--- config.mk ---
export PLATFORM = sky130hd
export DESIGN_NAME = cond_eval_unit_flat
export DESIGN_NICKNAME = d
export VERILOG_FILES = /design/src/rtl/cond_eval_unit_pkg.sv /design/src/rtl/cond_eval_unit_if.sv /design/src/rtl/cond_eval_unit_cond_check.sv /design/src/rtl/cond_eval_unit.sv /design/src/flat_wrapper.sv
export SDC_FILE = /design/constraint.sdc
export NUM_CORES = 1
export LEC_CHECK = 0
export ABC_CLOCK_PERIOD_IN_PS = 3200
export BUFFER_PORTS_ARGS = -buffer_cell sky130_fd_sc_hd__buf_2
export CAP_MARGIN = 20
export CORE_ASPECT_RATIO = 0.75
export CORE_MARGIN = 3
export CORE_UTILIZATION = 35
export DETAILED_ROUTE_END_ITERATION = 8
export PLACE_DENSITY = 0.59
export SLEW_MARGIN = 40
export SYNTH_ARGS = -nofsm -noshare
export SYNTH_HDL_FRONTEND = slang
export SYNTH_SLANG_ARGS = --single-unit
--- constraint.sdc ---
create_clock -name Clk -period 3.2 [get_ports Clk]
set_clock_uncertainty 0.1 [all_clocks]
set_input_delay 0 -clock Clk [delete_from_list [all_inputs] [get_ports Clk]]
set_output_delay 0 -clock Clk [all_outputs]
set_load 0.05 [all_outputs]
--- src/rtl/cond_eval_unit_pkg.sv ---
// Shared definitions for the condition evaluation unit: condition codes and FSM states.
package cond_eval_unit_pkg;

  localparam logic [3:0] COND_EQ = 4'h0;
  localparam logic [3:0] COND_NE = 4'h1;
  localparam logic [3:0] COND_CS = 4'h2;
  localparam logic [3:0] COND_CC = 4'h3;
  localparam logic [3:0] COND_MI = 4'h4;
  localparam logic [3:0] COND_PL = 4'h5;
  localparam logic [3:0] COND_VS = 4'h6;
  localparam logic [3:0] COND_VC = 4'h7;
  localparam logic [3:0] COND_HI = 4'h8;
  localparam logic [3:0] COND_LS = 4'h9;
  localparam logic [3:0] COND_GE = 4'hA;
  localparam logic [3:0] COND_LT = 4'hB;
  localparam logic [3:0] COND_GT = 4'hC;
  localparam logic [3:0] COND_LE = 4'hD;
  localparam logic [3:0] COND_AL = 4'hE;
  localparam logic [3:0] COND_NV = 4'hF;

  typedef enum logic {
    ST_IDLE = 1'b0,
    ST_WAIT = 1'b1
  } state_t;

endpackage

--- src/rtl/cond_eval_unit_if.sv ---
// Decode/flag-register side bundle for cond_eval_unit. master = requester, slave = unit.
interface cond_eval_unit_if;
  logic       N_in, Z_in, C_in, V_in;
  logic       Flag_Issue;
  logic       FR_Ld;
  logic       Req_Valid;
  logic [3:0] Cond;
  logic       Is_Branch;
  logic       Stall;
  logic       Cond_Valid;
  logic       Cond_True;
  logic       Take_Branch;
  logic       Err;

  modport master (
    output N_in, Z_in, C_in, V_in, Flag_Issue, FR_Ld, Req_Valid, Cond, Is_Branch,
    input  Stall, Cond_Valid, Cond_True, Take_Branch, Err
  );

  modport slave (
    input  N_in, Z_in, C_in, V_in, Flag_Issue, FR_Ld, Req_Valid, Cond, Is_Branch,
    output Stall, Cond_Valid, Cond_True, Take_Branch, Err
  );
endinterface

--- src/rtl/cond_eval_unit_cond_check.sv ---
// Pure combinational condition test: 4-bit condition code against N/Z/C/V.
module cond_check
  import cond_eval_unit_pkg::*;
(
  input  logic [3:0] cond_i,
  input  logic       n_i,
  input  logic       z_i,
  input  logic       c_i,
  input  logic       v_i,
  output logic       pass_o
);

  always_comb begin
    pass_o = 1'b0;
    case (cond_i)
      COND_EQ: pass_o = z_i;
      COND_NE: pass_o = !z_i;
      COND_CS: pass_o = c_i;
      COND_CC: pass_o = !c_i;
      COND_MI: pass_o = n_i;
      COND_PL: pass_o = !n_i;
      COND_VS: pass_o = v_i;
      COND_VC: pass_o = !v_i;
      COND_HI: pass_o = c_i && !z_i;
      COND_LS: pass_o = !c_i || z_i;
      COND_GE: pass_o = (n_i == v_i);
      COND_LT: pass_o = (n_i != v_i);
      COND_GT: pass_o = !z_i && (n_i == v_i);
      COND_LE: pass_o = z_i || (n_i != v_i);
      COND_AL: pass_o = 1'b1;
      COND_NV: pass_o = 1'b0;
      default: pass_o = 1'b0;
    endcase
  end

endmodule

--- src/rtl/cond_eval_unit.sv ---
// Conditional-execution resolver: holds decode until in-flight flag writers have
// landed, then evaluates the condition against the registered flags.
module cond_eval_unit
  import cond_eval_unit_pkg::*;
#(
  parameter int CNT_W = 2
) (
  input  logic             Clk,
  input  logic             Reset_n,
  cond_eval_unit_if.slave  bus
);

  localparam logic [CNT_W-1:0] CNT_MAX = '1;

  state_t           state_q;
  logic [CNT_W-1:0] cnt_q, cnt_d;
  logic             err_q, err_d;
  logic [3:0]       cond_q;
  logic             br_q;
  logic             valid_q, true_q, take_q;
  logic [3:0]       eval_cond;
  logic             pass;
  logic             inc, dec;

  assign inc = bus.Flag_Issue && !bus.FR_Ld;
  assign dec = bus.FR_Ld && !bus.Flag_Issue;

  // Overflow/underflow saturate the counter and latch the error.
  always_comb begin
    cnt_d = cnt_q;
    err_d = err_q;
    if (inc) begin
      if (cnt_q == CNT_MAX) err_d = 1'b1;
      else                  cnt_d = cnt_q + 1'b1;
    end else if (dec) begin
      if (cnt_q == '0) err_d = 1'b1;
      else             cnt_d = cnt_q - 1'b1;
    end
  end

  // In WAIT the captured condition is tested; in IDLE the live request is.
  assign eval_cond = (state_q == ST_WAIT) ? cond_q : bus.Cond;

  cond_check u_cond_check (
    .cond_i (eval_cond),
    .n_i    (bus.N_in),
    .z_i    (bus.Z_in),
    .c_i    (bus.C_in),
    .v_i    (bus.V_in),
    .pass_o (pass)
  );

  always_ff @(posedge Clk or negedge Reset_n) begin
    if (!Reset_n) begin
      state_q <= ST_IDLE;
      cnt_q   <= '0;
      err_q   <= 1'b0;
      cond_q  <= 4'h0;
      br_q    <= 1'b0;
      valid_q <= 1'b0;
      true_q  <= 1'b0;
      take_q  <= 1'b0;
    end else begin
      cnt_q   <= cnt_d;
      err_q   <= err_d;
      valid_q <= 1'b0;
      case (state_q)
        ST_IDLE: begin
          if (bus.Req_Valid) begin
            cond_q <= bus.Cond;
            br_q   <= bus.Is_Branch;
            // A writer issued alongside the request is younger; cnt_q ignores it.
            if (cnt_q == '0) begin
              valid_q <= 1'b1;
              true_q  <= pass;
              take_q  <= pass && bus.Is_Branch;
            end else begin
              state_q <= ST_WAIT;
            end
          end
        end
        ST_WAIT: begin
          if (cnt_q == '0) begin
            valid_q <= 1'b1;
            true_q  <= pass;
            take_q  <= pass && br_q;
            state_q <= ST_IDLE;
          end
        end
        default: state_q <= ST_IDLE;
      endcase
    end
  end

  assign bus.Stall       = ((state_q == ST_IDLE) && bus.Req_Valid && (cnt_q != '0)) ||
                           (state_q == ST_WAIT);
  assign bus.Cond_Valid  = valid_q;
  assign bus.Cond_True   = true_q;
  assign bus.Take_Branch = take_q;
  assign bus.Err         = err_q;

endmodule

--- src/flat_wrapper.sv ---
// flat-port wrapper written by rule: the top's interface ports become plain ports
module cond_eval_unit_flat import cond_eval_unit_pkg::*;
#(
  parameter int CNT_W = 2
)
  (Clk, Reset_n, bus_N_in, bus_Z_in, bus_C_in, bus_V_in, bus_Flag_Issue, bus_FR_Ld, bus_Req_Valid, bus_Cond, bus_Is_Branch, bus_Stall, bus_Cond_Valid, bus_Cond_True, bus_Take_Branch, bus_Err);
  cond_eval_unit_if bus_i ();
  input  logic Clk;
  input  logic Reset_n;
  input wire logic [$bits(bus_i.N_in)-1:0] bus_N_in;
  input wire logic [$bits(bus_i.Z_in)-1:0] bus_Z_in;
  input wire logic [$bits(bus_i.C_in)-1:0] bus_C_in;
  input wire logic [$bits(bus_i.V_in)-1:0] bus_V_in;
  input wire logic [$bits(bus_i.Flag_Issue)-1:0] bus_Flag_Issue;
  input wire logic [$bits(bus_i.FR_Ld)-1:0] bus_FR_Ld;
  input wire logic [$bits(bus_i.Req_Valid)-1:0] bus_Req_Valid;
  input wire logic [$bits(bus_i.Cond)-1:0] bus_Cond;
  input wire logic [$bits(bus_i.Is_Branch)-1:0] bus_Is_Branch;
  output wire logic [$bits(bus_i.Stall)-1:0] bus_Stall;
  output wire logic [$bits(bus_i.Cond_Valid)-1:0] bus_Cond_Valid;
  output wire logic [$bits(bus_i.Cond_True)-1:0] bus_Cond_True;
  output wire logic [$bits(bus_i.Take_Branch)-1:0] bus_Take_Branch;
  output wire logic [$bits(bus_i.Err)-1:0] bus_Err;
  assign bus_i.N_in = bus_N_in;
  assign bus_i.Z_in = bus_Z_in;
  assign bus_i.C_in = bus_C_in;
  assign bus_i.V_in = bus_V_in;
  assign bus_i.Flag_Issue = bus_Flag_Issue;
  assign bus_i.FR_Ld = bus_FR_Ld;
  assign bus_i.Req_Valid = bus_Req_Valid;
  assign bus_i.Cond = bus_Cond;
  assign bus_i.Is_Branch = bus_Is_Branch;
  assign bus_Stall = bus_i.Stall;
  assign bus_Cond_Valid = bus_i.Cond_Valid;
  assign bus_Cond_True = bus_i.Cond_True;
  assign bus_Take_Branch = bus_i.Take_Branch;
  assign bus_Err = bus_i.Err;
  cond_eval_unit #(.CNT_W(CNT_W)) u_core (.Clk(Clk), .Reset_n(Reset_n), .bus(bus_i));
endmodule
Word-level counts from Yosys, hierarchy flattened
Cells that the tools add are included.

Add/sub/neg operators: 2. Equal/unequal tests: 24. Multiplexer cells: 23. Bitwise gates (word level): 1. Reductions and logical operators: 26.

Operators with widths (count): equality test 4 bit, second input constant (8); equality test 4 x 3 -> 1 bit, second input constant (4); case mux 1 bit (16 select lines) (1); two-way mux 1 bit (13); AND reduction 3 bit (3); equality test 4 x 2 -> 1 bit, second input constant (2); logical AND 1 bit (8); two-way mux 2 bit (4); inequality test 2 bit, second input constant (4); case mux 1 bit (2 select lines) (4); zero test 1 bit (6); nonzero test 2 bit (3); equality test 4 x 1 -> 1 bit, second input constant (1); zero test 4 bit (1); two-way mux 4 bit (1); inequality test 2 x 1 -> 1 bit, second input constant (2); logical OR 1 bit (3); adder 2 x 1 -> 2 bit, second input constant (1); equality test 2 bit, second input constant (1); zero test 2 bit (1); AND reduction 2 bit (1); subtractor 2 x 1 -> 2 bit, second input constant (1); equality test 1 bit (1); inequality test 1 bit (1); NOT 1 bit (1).

Bits in registers: 12.

Longest topological paths before layout
Word-level depth: 7. Mapped depth: 7. Depth with buffers taken out: 5.

Modules after synthesis
A second synthesis with hierarchy kept.

Cell total of the unflattened synthesis: 68. Area total of the unflattened synthesis: 745.7 um^2.

By module, submodules not included: cond_eval_unit (instances 1, cells each 45, area each 590.6 um^2, sequential area each 300.3 um^2); cond_check (instances 1, cells each 23, area each 155.1 um^2, sequential area each 0.0 um^2).

Worst setup path after synthesis
OpenSTA, ideal clock, no wires.

Kind: reg2reg. From: register u_core.state_q. To: register u_core.true_q (netlist: u_core.bus.Cond_True). Arrival time: 1.535 ns. Required time: 2.973 ns. Slack: 1.438 ns. Stages on the path, launching flop included: 7. Period minus slack after synthesis: 1.762 ns. Cells stage by stage: dfrtp_1 buf_6 mux2_4 mux2i_1 or3_1 a211oi_2 o21ai_1.

Longest elaborated chain between the ends: 6. Elaborated cells between the ends (all ways): 23. Those cells by class: eq/ne (16); mux (5); bitwise (1); reduce/logical (1).

Ends and longest elaborated chain: start: declaration (line cond_eval_unit.sv:15) `state_t state_q;`; start signal: assignment (line cond_eval_unit.sv:55) `state_q <= ST_IDLE;`; start signal: assignment (line cond_eval_unit.sv:78) `state_q <= ST_WAIT;`; start signal: assignment (line cond_eval_unit.sv:87) `state_q <= ST_IDLE;`; two-way mux 4 bit (line cond_eval_unit.sv:42) `assign eval_cond = (state_q == ST_WAIT) ? cond_q : bus.Cond;`; equality test 4 bit (tied with other cells) (line cond_eval_unit_cond_check.sv:15) `case (cond_i)`; case mux 1 bit (16 select lines) (line cond_eval_unit_cond_check.sv:15); two-way mux 1 bit (line cond_eval_unit.sv:73, cond_eval_unit.sv:83); two-way mux 1 bit (line cond_eval_unit.sv:69) `if (bus.Req_Valid) begin`; case mux 1 bit (2 select lines) (line cond_eval_unit.sv:67) `case (state_q)`; end signal: assignment (line cond_eval_unit.sv:75) `true_q <= pass;`; end signal: assignment (line cond_eval_unit.sv:85) `true_q <= pass;`; end: declaration (line cond_eval_unit.sv:20) `logic valid_q, true_q, take_q;`.

Several ways; a longest one is shown, not always the timed one. The select of a mux whose other input is x is not followed. A chain may end at the register's enable or synchronous reset.

Worst setup path in the final report
From: register u_core.state_q. To: register u_core.take_q (netlist: u_core.bus.Take_Branch).

Longest elaborated chain between the ends: 7. Elaborated cells between the ends (all ways): 29. Those cells by class: eq/ne (18); mux (6); bitwise (1); reduce/logical (4).

Ends and longest elaborated chain: two-way mux 4 bit (line cond_eval_unit.sv:42); equality test 4 bit (tied with other cells) (line cond_eval_unit_cond_check.sv:15); case mux 1 bit (16 select lines) (line cond_eval_unit_cond_check.sv:15); logical AND 1 bit (line cond_eval_unit.sv:76) `take_q <= pass && bus.Is_Branch;`; two-way mux 1 bit (line cond_eval_unit.sv:73) `if (cnt_q == '0) begin`; two-way mux 1 bit (line cond_eval_unit.sv:69); case mux 1 bit (2 select lines) (line cond_eval_unit.sv:67); end signal: assignment (line cond_eval_unit.sv:76); end signal: assignment (line cond_eval_unit.sv:86) `take_q <= pass && br_q;`; end: declaration (line cond_eval_unit.sv:20).

Several ways; a longest one is shown, not always the timed one. The select of a mux whose other input is x is not followed.

==> results by group <==
Finish
  • Fillers: 201
  • Layout cells sized above 1: 0.3208
  • Commonest non-fill, non-tap cells in the layout: 18 x buf_2, 12 x dfrtp_1, 7 x dlygate4sd3_1
  • Number of diodes: 0
  • Area of the multi-input gates: 464.2 um2
  • Nets: 124
  • Commonest non-fill, non-tap cell in the layout: buf_2
  • Area delta synth->final: 24.69%
  • Reg area: 300.3 um2

Clock network
  • CTS tree: done
  • Max clock buf depth: 2
  • CTS Buf Count: 3
  • CTS sink cnt: 12
  • Root buf cell: clkbuf_4
  • Clk slew on worst S/H paths: 0.06 ns
  • Postcts setup bufs: 0
  • Post-cts sizing count: 0
  • CTS HTree Levels: 1
  • Hold_buf cts: 7
  • Worst-Skew Late Latency: 0.26 ns

Yosys
  • Post-synth EDFFs: 0
  • Post-synth cell types: 33
  • Post-Syn Nets: 96
  • Cell area after synthesis: 795.8 um2
  • Post-Synthesis Cells: 80
  • Main flop type after synthesis: dfrtp_1
  • Mean area per synthesized cell: 9.947 um2
  • Synth Warn #: 0
  • Number of synthesized register bits: 12
  • Post-synth ARST share: 1.000
  • Register area share after synthesis: 0.3774

STA
  • Hold Fails Final Rpt: 0
  • WHS: 0.03449 ns
  • Setup TNS Final: 0 ns
  • Final-report max-slew violation count: 0
  • RSZ-0062 raised after global routing: no
  • Relative slew slack: 0.6588
  • Tcrit/Tclk final: 0.6482
  • Slew @ Worst Pin: 0.5065 ns
  • FMAX: 482.1 MHz
  • Final setup vio count: 0
  • Minimum clock period: 2.074 ns

Routing
  • WL final: 1654 um
  • DRC: 0
  • Antenna viol nets, final: 0
  • Vias: 686
  • DR vias/cell: 5.277
  • DR iter-0 viols: 8
  • DR pass1 iterations: 4
  • Average routed wire per standard cell: 12.72 um

GRT
  • GR Layer Usage met1: 0.1924
  • GRT met2 Usage: 0.2173
  • Met3 usage: 0.05220
  • First-pass GRT wire length: 2960 um
  • Largest net degree at the start of global routing: 18
  • Initial antenna violation count: 0
  • Global route overflow: 0
  • Vias in the first global route: 667
  • Total GRT Usage: 0.1412
  • Busiest grt layer: met2

Floorplan
  • Die X-Extent: 61.06 um
  • Initial Util: 0.3818
  • Std cell rows: 14
  • Die H: 47.30 um
  • Core area: 0.002085 mm2
  • IO Count: 19
  • Die area: 0.002888 mm2

Worst setup path
  • Kind of end point of the critical path: register
  • CP required: 3.24 ns
  • CP Launch Type: register
  • Crit-path max FO: 17
  • Crit path DAT: 2.12 ns
  • Critical path type: register to register

Power
  • Max VDD drop: 0.4030 mV
  • PD cells: 777.0 mW/mm2
  • Pleak: 0.4444 nW

Placed design
  • GP Congestion: 0.7957
  • # port buffers: 18
  • HPWL after detailed placement: 1315 um

Worst hold path
  • Hold WC Path Type: input port to asynchronous set/reset pin

Run status
  • Outcome: completed

Flow run
  • Max_cap viols: 0
[state kept, by name, summed over array words and instances, names as in the netlist]
name and flops:
u_core.bus.Cond_True 1, u_core.bus.Take_Branch 1, u_core.state_q 1, u_core.br_q 1
u_core.bus.Cond_Valid 1, u_core.cnt_q 2, u_core.bus.Err 1, u_core.cond_q 4
[final timing paths]
path | start | end | slack [ns] | cells past startpoint
max in group asynchronous | Reset_n | u_core.cnt_q[1] | 2.76 | 2
hold / removal | Reset_n | u_core.bus.Take_Branch | 0.03 | 2
min in group Clk | bus_Flag_Issue | u_core.cnt_q[1] | 0.11 | 4
setup reg to reg | u_core.state_q | u_core.bus.Take_Branch | 1.13 | 5
setup / recovery | u_core.state_q | u_core.bus.Take_Branch | 1.13 | 5
hold reg to reg | u_core.bus.Err | u_core.bus.Err | 0.36 | 1
[worst max-delay path, cell delays in order, from the launching register on]
cell,delay (ns)
dfrtp_1,0.64
mux2_4,0.39
mux2i_1,0.14
or3_1,0.33
a211oi_2,0.23
o21ai_1,0.11
[cells in the mapped netlist (all sizes together), types with 3 or more instances]
cell / instances / share of area
a21oi: 4 / 0.025
xnor2: 3 / 0.033
mux2: 7 / 0.10
inv: 4 / 0.019
nand2: 5 / 0.024
a211oi: 3 / 0.035
or2: 3 / 0.024
o21ai: 7 / 0.044
nor2: 5 / 0.024
dfrtp: 12 / 0.38
mux2i: 5 / 0.063
[per-stage QoR]
stage	total power, W	setup slack (ns)	area, um2	util	instances
after floorplan	0.0005975	1.438	795.8	-	80
after global placement	0.0006728	1.191	899.6	0.4316	120
after detailed placement	0.0006818	1.145	899.6	0.4316	120
after CTS	0.0007797	1.121	992.2	0.4760	130
after global routing	0.0008406	0.9672	992.2	0.4760	130
final	0.0007710	1.126	992.2	0.4760	130
[per-layer routing]
metal | vias up | wire [um]
met2 | 12 | 762
met4 | 0 | 0
li1 | 350 | -
met5 | - | 0
met3 | 0 | 76
met1 | 324 | 816
[layout make-up]
| cell class | count | area share |
|---|---|---|
| repair buffers | 25 | 0.1614 |
| multi-input cells | 62 | 0.4678 |
| well taps | 24 | 0.03026 |
| clock buffers | 3 | 0.02270 |
| inverters | 4 | 0.01513 |
| flip-flops and latches | 12 | 0.3026 |
[logic make-up after synthesis]
logic type / count (synthesis) / synth area share
adders and majority gates: 2 / 0.03144
DFF: 12 / 0.3774
and+or+nand+nor: 23 / 0.1557
AOI/OAI and AO/OA: 22 / 0.1965
xor gates and xnor gates: 3 / 0.03302
muxes: 12 / 0.1667
buffers and inverters: 6 / 0.03930
[power breakdown]
group          internal (W)  total [W]  switching, W  leakage [nW]
clock             0.0000435  0.0000860     0.0000425        0.0138
combinational      0.000167   0.000409      0.000242         0.288
sequential         0.000210   0.000276     0.0000656         0.143
Note: power is estimated with default switching activity, not from simulation.
